`config.mk`:
```
export PLATFORM = sky130hd
export DESIGN_NAME = torpedo_hit_detector_flat
export DESIGN_NICKNAME = d
export VERILOG_FILES = /design/src/rtl/asteroids_pkg.sv /design/src/rtl/torpedo_hit_detector_if.sv /design/src/rtl/hit_claim_arbiter.sv /design/src/rtl/torpedo_hit_detector.sv /design/src/flat_wrapper.sv
export SDC_FILE = /design/constraint.sdc
export NUM_CORES = 1
export LEC_CHECK = 0
export BUFFER_PORTS_ARGS = -buffer_cell sky130_fd_sc_hd__buf_2
export CAP_MARGIN = 40
export CORE_MARGIN = 3
export CORE_UTILIZATION = 56
export CTS_CLUSTER_DIAMETER = 150
export CTS_CLUSTER_SIZE = 28
export DETAILED_ROUTE_END_ITERATION = 8
export PLACE_DENSITY = 0.79
export SLEW_MARGIN = 20
export SYNTH_ARGS = -nofsm -noshare
export SYNTH_HDL_FRONTEND = slang
export SYNTH_SLANG_ARGS = --single-unit
```
`constraint.sdc`:
```
create_clock -name clk -period 6.15 [get_ports clk]
set_input_delay 0.9225 -clock clk [delete_from_list [all_inputs] [get_ports clk]]
set_output_delay 0.9225 -clock clk [all_outputs]
set_load 0.005 [all_outputs]
```
`src/rtl/asteroids_pkg.sv`:
```
// Shared asteroids-game types and helpers: default sprite counts, hit vectors
// and a popcount also used by the rock manager.
package asteroids_pkg;
  localparam int N_TORP_DEF = 4;
  localparam int N_ROCK_DEF = 8;

  typedef logic [N_ROCK_DEF-1:0] hit_vec_t;

  function automatic int unsigned popcount(input logic [63:0] v);
    int unsigned c;
    c = 0;
    for (int k = 0; k < 64; k++) c += 32'(v[k]);
    return c;
  endfunction
endpackage

```
`src/rtl/torpedo_hit_detector_if.sv`:
```
// Hit interface between the sprite chain / torpedo units (master) and the
// hit detector (slave).
interface torpedo_hit_detector_if import asteroids_pkg::*; #(
  parameter int N_TORP  = N_TORP_DEF,
  parameter int N_ROCK  = N_ROCK_DEF,
  parameter int SCORE_W = 16
);
  localparam int FH_W = $clog2(N_ROCK + 1);

  logic                vsync;
  logic                pix_valid;
  logic [N_TORP-1:0]   torp_draw;
  logic [N_ROCK-1:0]   rock_draw;
  logic                ship_draw;
  logic [N_TORP-1:0]   torp_alive;
  logic [N_TORP-1:0]   hit_torp;
  logic [N_ROCK-1:0]   hit_rock;
  logic                ship_hit;
  logic [SCORE_W-1:0]  score;
  logic [FH_W-1:0]     frame_hits;

  modport master (
    output vsync, pix_valid, torp_draw, rock_draw, ship_draw, torp_alive,
    input  hit_torp, hit_rock, ship_hit, score, frame_hits
  );
  modport slave (
    input  vsync, pix_valid, torp_draw, rock_draw, ship_draw, torp_alive,
    output hit_torp, hit_rock, ship_hit, score, frame_hits
  );
endinterface

```
`src/rtl/hit_claim_arbiter.sv`:
```
// Each torpedo claims its lowest-index overlapping rock; rocks hit by any
// torpedo are ORed per column and counted.
module hit_claim_arbiter import asteroids_pkg::*; #(
  parameter int N_TORP = N_TORP_DEF,
  parameter int N_ROCK = N_ROCK_DEF,
  parameter int FH_W   = $clog2(N_ROCK + 1)
) (
  input  logic [N_TORP-1:0][N_ROCK-1:0] m,
  output logic [N_TORP-1:0]             torp_hit,
  output logic [N_ROCK-1:0]             rock_hit,
  output logic [FH_W-1:0]               n_hits
);
  logic [N_ROCK-1:0] claim;

  always_comb begin
    torp_hit = '0;
    rock_hit = '0;
    claim    = '0;
    for (int i = 0; i < N_TORP; i++) begin
      // x & -x isolates the lowest set bit of the row
      claim       = m[i] & (~m[i] + N_ROCK'(1));
      torp_hit[i] = |claim;
      rock_hit    = rock_hit | claim;
    end
  end

  assign n_hits = FH_W'(popcount(64'(rock_hit)));
endmodule

```
`src/rtl/torpedo_hit_detector.sv`:
```
// Accumulates torpedo/rock and ship/rock overlaps over a frame and, one cycle
// after vsync, pulses hits back to torpedoes and rocks and updates the score.
module torpedo_hit_detector import asteroids_pkg::*; #(
  parameter int N_TORP  = N_TORP_DEF,
  parameter int N_ROCK  = N_ROCK_DEF,
  parameter int SCORE_W = 16
) (
  input logic                  clk,
  input logic                  resetN,
  torpedo_hit_detector_if.slave hd
);
  localparam int FH_W = $clog2(N_ROCK + 1);

  logic                         s_pix_valid, s_ship_draw, vsync_d1;
  logic [N_TORP-1:0]            s_torp_draw;
  logic [N_ROCK-1:0]            s_rock_draw;
  logic [N_TORP-1:0][N_ROCK-1:0] acc, contrib, m;
  logic                         acc_ship, contrib_ship;
  logic [N_TORP-1:0]            torp_hit;
  logic [N_ROCK-1:0]            rock_hit;
  logic [FH_W-1:0]              n_hits;
  logic [SCORE_W:0]             score_sum;
  logic [SCORE_W-1:0]           score_nxt;

  always_ff @(posedge clk) begin
    if (!resetN) begin
      s_pix_valid <= 1'b0;
      s_torp_draw <= '0;
      s_rock_draw <= '0;
      s_ship_draw <= 1'b0;
      vsync_d1    <= 1'b0;
    end else begin
      s_pix_valid <= hd.pix_valid;
      s_torp_draw <= hd.torp_draw;
      s_rock_draw <= hd.rock_draw;
      s_ship_draw <= hd.ship_draw;
      vsync_d1    <= hd.vsync;
    end
  end

  // The registered pixel in the evaluate cycle still belongs to the closing frame
  always_comb begin
    contrib = '0;
    m       = '0;
    for (int i = 0; i < N_TORP; i++) begin
      contrib[i] = (s_pix_valid && s_torp_draw[i]) ? s_rock_draw : '0;
      m[i]       = (acc[i] | contrib[i]) & {N_ROCK{hd.torp_alive[i]}};
    end
    contrib_ship = s_pix_valid & s_ship_draw & (|s_rock_draw);
  end

  hit_claim_arbiter #(.N_TORP(N_TORP), .N_ROCK(N_ROCK), .FH_W(FH_W)) u_arb (
    .m        (m),
    .torp_hit (torp_hit),
    .rock_hit (rock_hit),
    .n_hits   (n_hits)
  );

  assign score_sum = (SCORE_W+1)'(hd.score) + (SCORE_W+1)'(n_hits);
  assign score_nxt = score_sum[SCORE_W] ? '1 : score_sum[SCORE_W-1:0];

  always_ff @(posedge clk) begin
    if (!resetN) begin
      acc           <= '0;
      acc_ship      <= 1'b0;
      hd.hit_torp   <= '0;
      hd.hit_rock   <= '0;
      hd.ship_hit   <= 1'b0;
      hd.score      <= '0;
      hd.frame_hits <= '0;
    end else begin
      hd.hit_torp <= vsync_d1 ? torp_hit : '0;
      hd.hit_rock <= vsync_d1 ? rock_hit : '0;
      hd.ship_hit <= vsync_d1 & (acc_ship | contrib_ship);
      if (vsync_d1) begin
        acc           <= '0;
        acc_ship      <= 1'b0;
        hd.score      <= score_nxt;
        hd.frame_hits <= n_hits;
      end else begin
        acc      <= acc | contrib;
        acc_ship <= acc_ship | contrib_ship;
      end
    end
  end
endmodule

```
`src/flat_wrapper.sv`:
```
// flat-port wrapper written by rule: the top's interface ports become plain ports
module torpedo_hit_detector_flat import asteroids_pkg::*;
#(
  parameter int N_TORP  = N_TORP_DEF,
  parameter int N_ROCK  = N_ROCK_DEF,
  parameter int SCORE_W = 16
)
  (clk, resetN, hd_vsync, hd_pix_valid, hd_torp_draw, hd_rock_draw, hd_ship_draw, hd_torp_alive, hd_hit_torp, hd_hit_rock, hd_ship_hit, hd_score, hd_frame_hits);
  torpedo_hit_detector_if #(.N_TORP(N_TORP), .N_ROCK(N_ROCK), .SCORE_W(SCORE_W)) hd_i ();
  input logic clk;
  input logic resetN;
  input wire logic [$bits(hd_i.vsync)-1:0] hd_vsync;
  input wire logic [$bits(hd_i.pix_valid)-1:0] hd_pix_valid;
  input wire logic [$bits(hd_i.torp_draw)-1:0] hd_torp_draw;
  input wire logic [$bits(hd_i.rock_draw)-1:0] hd_rock_draw;
  input wire logic [$bits(hd_i.ship_draw)-1:0] hd_ship_draw;
  input wire logic [$bits(hd_i.torp_alive)-1:0] hd_torp_alive;
  output wire logic [$bits(hd_i.hit_torp)-1:0] hd_hit_torp;
  output wire logic [$bits(hd_i.hit_rock)-1:0] hd_hit_rock;
  output wire logic [$bits(hd_i.ship_hit)-1:0] hd_ship_hit;
  output wire logic [$bits(hd_i.score)-1:0] hd_score;
  output wire logic [$bits(hd_i.frame_hits)-1:0] hd_frame_hits;
  assign hd_i.vsync = hd_vsync;
  assign hd_i.pix_valid = hd_pix_valid;
  assign hd_i.torp_draw = hd_torp_draw;
  assign hd_i.rock_draw = hd_rock_draw;
  assign hd_i.ship_draw = hd_ship_draw;
  assign hd_i.torp_alive = hd_torp_alive;
  assign hd_hit_torp = hd_i.hit_torp;
  assign hd_hit_rock = hd_i.hit_rock;
  assign hd_ship_hit = hd_i.ship_hit;
  assign hd_score = hd_i.score;
  assign hd_frame_hits = hd_i.frame_hits;
  torpedo_hit_detector #(.N_TORP(N_TORP), .N_ROCK(N_ROCK), .SCORE_W(SCORE_W)) u_core (.clk(clk), .resetN(resetN), .hd(hd_i));
endmodule
```
# Yosys cells after proc, flatten, opt, wreduce, memory -nomap -nowiden
# Index checks and enable logic that the tools add are counted.
# Widths: inputs -> output; s select.
# totals
ff_bits,81
in_bits,21
output_inout_bits,33
word_cells,68
# op_classes
n_addsub,12
n_mux,5
bitwise,25
n_reduce_logical,11
# op_table
operator,count
$and 8x8->8,8
$or 8x8->8,7
$reduce_or 8->1,5
$add 8x1->8 const B,4
$mux 8,4
$not 8->8,4
$or 32x32->32,1
$add 16x4->17,1
$add 4x1->4,4
$mux 16,1
$add 3x1->4,1
$logic_and 1x1->1,4
$add 2x1->3,1
$and 1x1->1,3
$add 1x1->2,1
$reduce_and 2->1,1
$reduce_or 2->1,1
$not 1->1,1
$or 1x1->1,1

# Logic depth before layout (Yosys ltp)
# logic_depth
depth_word,19
ltp_mapped,24
depth_no_buf,20

# By module
# From an unflattened synthesis, not the netlist that was laid out.
# unflattened
cells_unflattened,395
hier_area_um2,3628.5
# by_module_without_submodules
mod,instances,cells_per_inst,area_per_inst_um2,seq_area_each_um2
torpedo_hit_detector,1,318,3083.0,1621.6
hit_claim_arbiter,1,77,545.5,0.0

# Worst setup path after synthesis
# Ideal clock, no wire load.
# synth_timing
path_type,input port to flip-flop
from,input hd_torp_alive[2]
to,register u_core.hd.score[11]
setup_time_ns,0.069
arrival_ns,5.334
required_time_ns,6.081
path_slack_ns,0.747
cell_stages,19
n_path_buf,1
path_cell_list,nand4b_1 -> nor3b_1 -> nor4_1 -> fa_1 -> inv_1 -> fa_1 -> inv_1 -> fa_1 -> inv_1 -> ha_1 -> inv_1 -> fa_1 -> fa_1 -> nor2b_1 -> o21ai_1 -> a2111o_1 -> or2_1 -> buf_6 -> o21ai_2
# synth_via
elab_chain_cells,15
# synth_rtl
element,line_no,text
"start, declared",flat_wrapper.sv:17,input wire logic [$bits(hd_i.torp_alive)-1:0] hd_torp_alive;
$and 8x8->8 *,torpedo_hit_detector.sv:47,m[i] = (acc[i] | contrib[i]) & {N_ROCK{hd.torp_alive[i]}};
$not 8->8,hit_claim_arbiter.sv:21,claim = m[i] & (~m[i] + N_ROCK'(1));
$add 8x1->8,hit_claim_arbiter.sv:21,
$and 8x8->8 *,hit_claim_arbiter.sv:21,
$or 8x8->8 * (2 in a row),hit_claim_arbiter.sv:23,rock_hit = rock_hit | claim;
$add 1x1->2,asteroids_pkg.sv:12,for (int k = 0; k < 64; k++) c += 32'(v[k]);
$add 2x1->3,asteroids_pkg.sv:12,
$add 3x1->4,asteroids_pkg.sv:12,
$add 4x1->4 (3 in a row),asteroids_pkg.sv:12,
$add 4x1->4 *,asteroids_pkg.sv:12,
$add 16x4->17 *,torpedo_hit_detector.sv:59,assign score_sum = (SCORE_W+1)'(hd.score) + (SCORE_W+1)'(n_hits);
$mux 16 *,torpedo_hit_detector.sv:60,assign score_nxt = score_sum[SCORE_W] ? '1 : score_sum[SCORE_W-1:0];
"end signal, assigned",torpedo_hit_detector.sv:78,hd.score <= score_nxt;
"end, declared",torpedo_hit_detector_if.sv:28,"output hit_torp, hit_rock, ship_hit, score, frame_hits"
# Every way passes the cells marked *; elsewhere a longest branch is shown, timed or not.
# A chain may end at the register's enable or synchronous reset.

# Worst setup path after layout
# layout_timing
from,register u_core.s_pix_valid
to,register u_core.hd.score[9]
# layout_via
elab_chain_cells,19
elab_cells_between_ends,40
classes_between,add/sub: 12; mux: 5; bitwise: 19; reduce/logical: 4
# layout_rtl
element,line_no,text
"start, declared",torpedo_hit_detector.sv:14,"logic s_pix_valid, s_ship_draw, vsync_d1;"
"start signal, assigned",torpedo_hit_detector.sv:33,s_pix_valid <= hd.pix_valid;
$logic_and 1x1->1,torpedo_hit_detector.sv:46,contrib[i] = (s_pix_valid && s_torp_draw[i]) ? s_rock_draw : '0;
$mux 8,torpedo_hit_detector.sv:46,
$or 8x8->8,torpedo_hit_detector.sv:47,
$and 8x8->8,torpedo_hit_detector.sv:47,
$not 8->8,hit_claim_arbiter.sv:21,
$add 8x1->8,hit_claim_arbiter.sv:21,
$and 8x8->8,hit_claim_arbiter.sv:21,
$or 8x8->8 (2 in a row),hit_claim_arbiter.sv:23,
$or 8x8->8 *,hit_claim_arbiter.sv:23,
$add 1x1->2,asteroids_pkg.sv:12,
$add 2x1->3,asteroids_pkg.sv:12,
$add 3x1->4,asteroids_pkg.sv:12,
$add 4x1->4 (3 in a row),asteroids_pkg.sv:12,
$add 4x1->4 *,asteroids_pkg.sv:12,
$add 16x4->17 *,torpedo_hit_detector.sv:59,
$mux 16 *,torpedo_hit_detector.sv:60,
# Marks and branches as above.

==> summary.md <==
| Metric | Value |
|---|---|
| 1st-iter DRT viols | `242` |
| Register area | `0.00162 mm^2` |
| RSZ-0062 raised after global routing | `false` |
| Clock group share of total power | `0.373` |
| Main synth FF type | `dfxtp_1` |
| Setup crit start kind | `flop` |
| Achievable Freq | `0.176 GHz` |
| Vias in the first global route | `approximately 2900` |
| Routability congestion estimate | `0.969` |
| Leakage | `1.69 nW` |
| Top Ports | `54` |
| Bufs on Longest Clock Path | `2` |
| CP Capture Type | `flop` |
| Starting Density | `0.585` |
| Post-cts hold buffer count | `0` |
| # rows | `28` |
| Hold Path Class | `reg2reg` |
| Root Driver | `clkbuf_8` |
| Max Clock Skew | `0.00884 ns` |
| Status | `complete, no violations` |
| Top cell by count, worst path | `fa_1` |
| Total power | `between 0.001 and 0.0015 W` |
| N_diodes | `0` |
| Final antenna-violating net count | `0` |
| Mapped cell area | `approximately 0.0035 mm^2` |
| GR Util All Layers | `0.244` |
| Multi-input gate area | `0.00176 mm^2` |
| Crit path max fanout | `19` |
| Syn Nets | `435` |
| Async SR Flop Fraction | `0` |
| Crit-path cells | `buf_4, and2_1, a21oi_1, nor4b_1, nor4_2, fa_1, inv_1, fa_1, inv_1, fa_1, inv_1, ha_1, inv_1, fa_1, fa_1, nor2b_1, o21ai_1, a2111o_1, or2_1, o21ai_2` |
| Fin. max-slew vios | `0` |
| Clk sinks | `just over 80` |
| Synthesis-to-finish area growth | `14.7%` |
| Share of post-route cells with drive strength above 1 | `0.189` |
| Layout fillers | `507` |
| Crit path kind | `reg2reg` |
| Area of the die | `0.00728 mm^2` |
| Avg Inst Size Synth | `8.77 um^2` |
| Distinct cells, synth | `50` |
| CTS resizes | `0` |
| Cell-internal power | `approximately 0.00076 W` |
| Synth warnings | `0` |
| Least-Margin Pin Slew | `0.637 ns` |
| # nets final | `486` |
| Buf/Inv on CP | `5` |
| Final Cycle Share | `0.923` |
| CP arrival | `5.95 ns` |
| Setup TNS | `0 ns` |
| Pwr dens | `249 mW/mm^2` |
| Final setup fails | `0` |
| Clk slew on worst S/H paths | `around 0.08 ns` |
| CTS Buf Count | `9` |
| Final hold vios | `0` |
| Post-synth EDFFs | `0` |
| Synth Register Bits | `81` |
| Core footprint | `between 0.006 and 0.007 mm^2` |
| Seq pwr share | `0.550` |
| First-pass DRT Iterations | `5` |
| Largest net degree at the start of global routing | `28` |
| DRT Wirelength | `8.67 mm` |
| Routed vias | `3197` |
| Slew margin rel. | `0.575` |
| Max-Cap Viols | `0` |
| DP Worst Slack | `0.270 ns` |
| HPWL Detailed | `6.25 mm` |
| Chip height | `85.4 um` |
| Postcts setup bufs | `0` |
| Post-route minimum period | `5.67 ns` |
| Gate power share | `0.078` |
| Maximum VDD drop | `0.000146 V` |
| Latest clock arrival within the worst-skew pair | `approximately 0.35 ns` |
| Slowest Stage Delay on Critical Path | `0.54 ns` |
| Syn Inst Count | `402` |
| NetSw | `0.000245 W` |
| CP Data Required Time | `between 6 and 7 ns` |
| Switching Share | `0.244` |
| Cell family with most CP delay | `adder cells` |
| Final WS setup | `0.477 ns` |
| Initial antenna violation count | `0` |
| Port bufs | `53` |
| First-pass GRT wire length | `14.0 mm` |
| Remaining Overflow, GRT | `0` |
| Remaining DRCs | `0` |
| Die width | `85.4 um` |
| DR WL/cell | `16.3 um` |
| Slowest CP cell | `dfxtp_2` |
| Sequential share of the synthesized area | `0.460` |
| H-tree Lvls | `3` |
| CTS tree | `done` |
| Vias per inst | `6.02` |
## area by class of cell
type,count,share of cell area
clock buffer,11,0.0350
clock inverter,3,0.0105
inverter,17,0.0158
multi-input combinational,284,0.434
sequential,81,0.401
tap,75,0.0232
timing repair buffer,60,0.0804
## power groups by stage
| stage | sequential, W | combinational [W] | clock, W |
|---|---|---|---|
| after floorplan | 0.000554 | 0.0000563 | 0 |
| after global placement | 0.000564 | 0.0000733 | 0 |
| after detailed placement | 0.000564 | 0.0000767 | 0 |
| after CTS | 0.000551 | 0.0000770 | 0.000379 |
| after global routing | 0.000554 | 0.0000884 | 0.000398 |
| final | 0.000553 | 0.0000780 | 0.000375 |
## synthesized netlist by cell type, types with 2 or more instances
cell,instances,area share
o21ai_2,7,0.017
mux2i_1,3,0.0085
a21oi_1,13,0.018
a21o_1,2,0.0043
and3_1,3,0.0053
a41oi_1,2,0.0050
nand4_1,4,0.0071
o211ai_1,7,0.015
nand4b_1,2,0.0050
clkbuf_1,12,0.013
nand3_1,9,0.013
o2111ai_1,3,0.0075
xor2_1,6,0.015
a211oi_1,3,0.0064
buf_2,5,0.0071
inv_1,17,0.018
nand2b_1,5,0.0089
nor3b_1,3,0.0064
o22ai_1,3,0.0053
dfxtp_1,81,0.46
a31o_2,2,0.0050
nor2_1,62,0.066
a2111oi_0,2,0.0050
ha_1,7,0.025
nand2_1,24,0.026
nor2b_1,4,0.0071
nor4_1,6,0.011
nor3_1,13,0.018
a31oi_1,34,0.060
xnor2_1,4,0.0099
o21ai_0,12,0.017
fa_1,5,0.028
and2_1,20,0.035
## through the flow
step	utilization	hold slack, ns	area, um^2	instances
global placement	0.637	0.442	3840	516
floorplan	-	0.427	3530	402
finish	0.671	0.469	4050	531
global route	0.671	0.516	4050	531
detailed placement	0.639	0.444	3850	517
CTS	0.670	0.470	4040	531
## flip-flops by register name, summed over array words and instances (netlist names)
register / count
u_core.acc: 32
u_core.hd.score: 16
u_core.hd.hit_rock: 8
u_core.s_rock_draw: 8
u_core.hd.frame_hits: 4
u_core.hd.hit_torp: 4
u_core.s_torp_draw: 4
u_core.acc_ship: 1
u_core.hd.ship_hit: 1
u_core.s_pix_valid: 1
u_core.s_ship_draw: 1
u_core.vsync_d1: 1
## worst min-delay path: stages, from the launching register on
cell and delay (ns):
dfxtp_1 0.32, nor2_1 0.05, nor2_1 0.07
## layout by cell type (no fill, tap or decap), drive strengths merged, types with 4 or more instances in the layout
master  instances
a211oi          4
nand2          24
nand4           4
a21oi          13
o211ai          7
fa              5
buf            60
xnor2           4
nand3          10
nor3           13
nor2           62
and2           20
o21ai          20
xor2            6
nor4            6
dfxtp          81
nand2b          5
ha              7
nor2b           4
a31oi          34
inv            17
clkbuf         11
## cells by family after synthesis
family | synth area share
AOI/OAI and AO/OA | 0.185
and+or+nand+nor | 0.225
DFF | 0.460
adders and majority gates | 0.0532
muxes | 0.00852
buffers and inverters | 0.0444
xor gates and xnor gates | 0.0248
## routing by layer
metal,wire length [um],up-vias,global-route usage,part of all wire
met1,3870,1482,0.342,0.45
met5,0,-,0,0
li1,-,1527,-,-
met3,716,35,0.0524,0.083
met2,3800,153,0.354,0.44
met4,280,0,0.122,0.032
## path summary, 6_finish.rpt
check,startpoint,end,slack (ns),cells after the start
max,u_core.s_pix_valid,u_core.hd.score[9],0.48,20
min,u_core.acc_ship,u_core.hd.ship_hit,0.47,2
max reg2reg,u_core.s_pix_valid,u_core.hd.score[9],0.48,20
min reg2reg,u_core.acc_ship,u_core.hd.ship_hit,0.47,2
(Power assumes the default switching activity.)
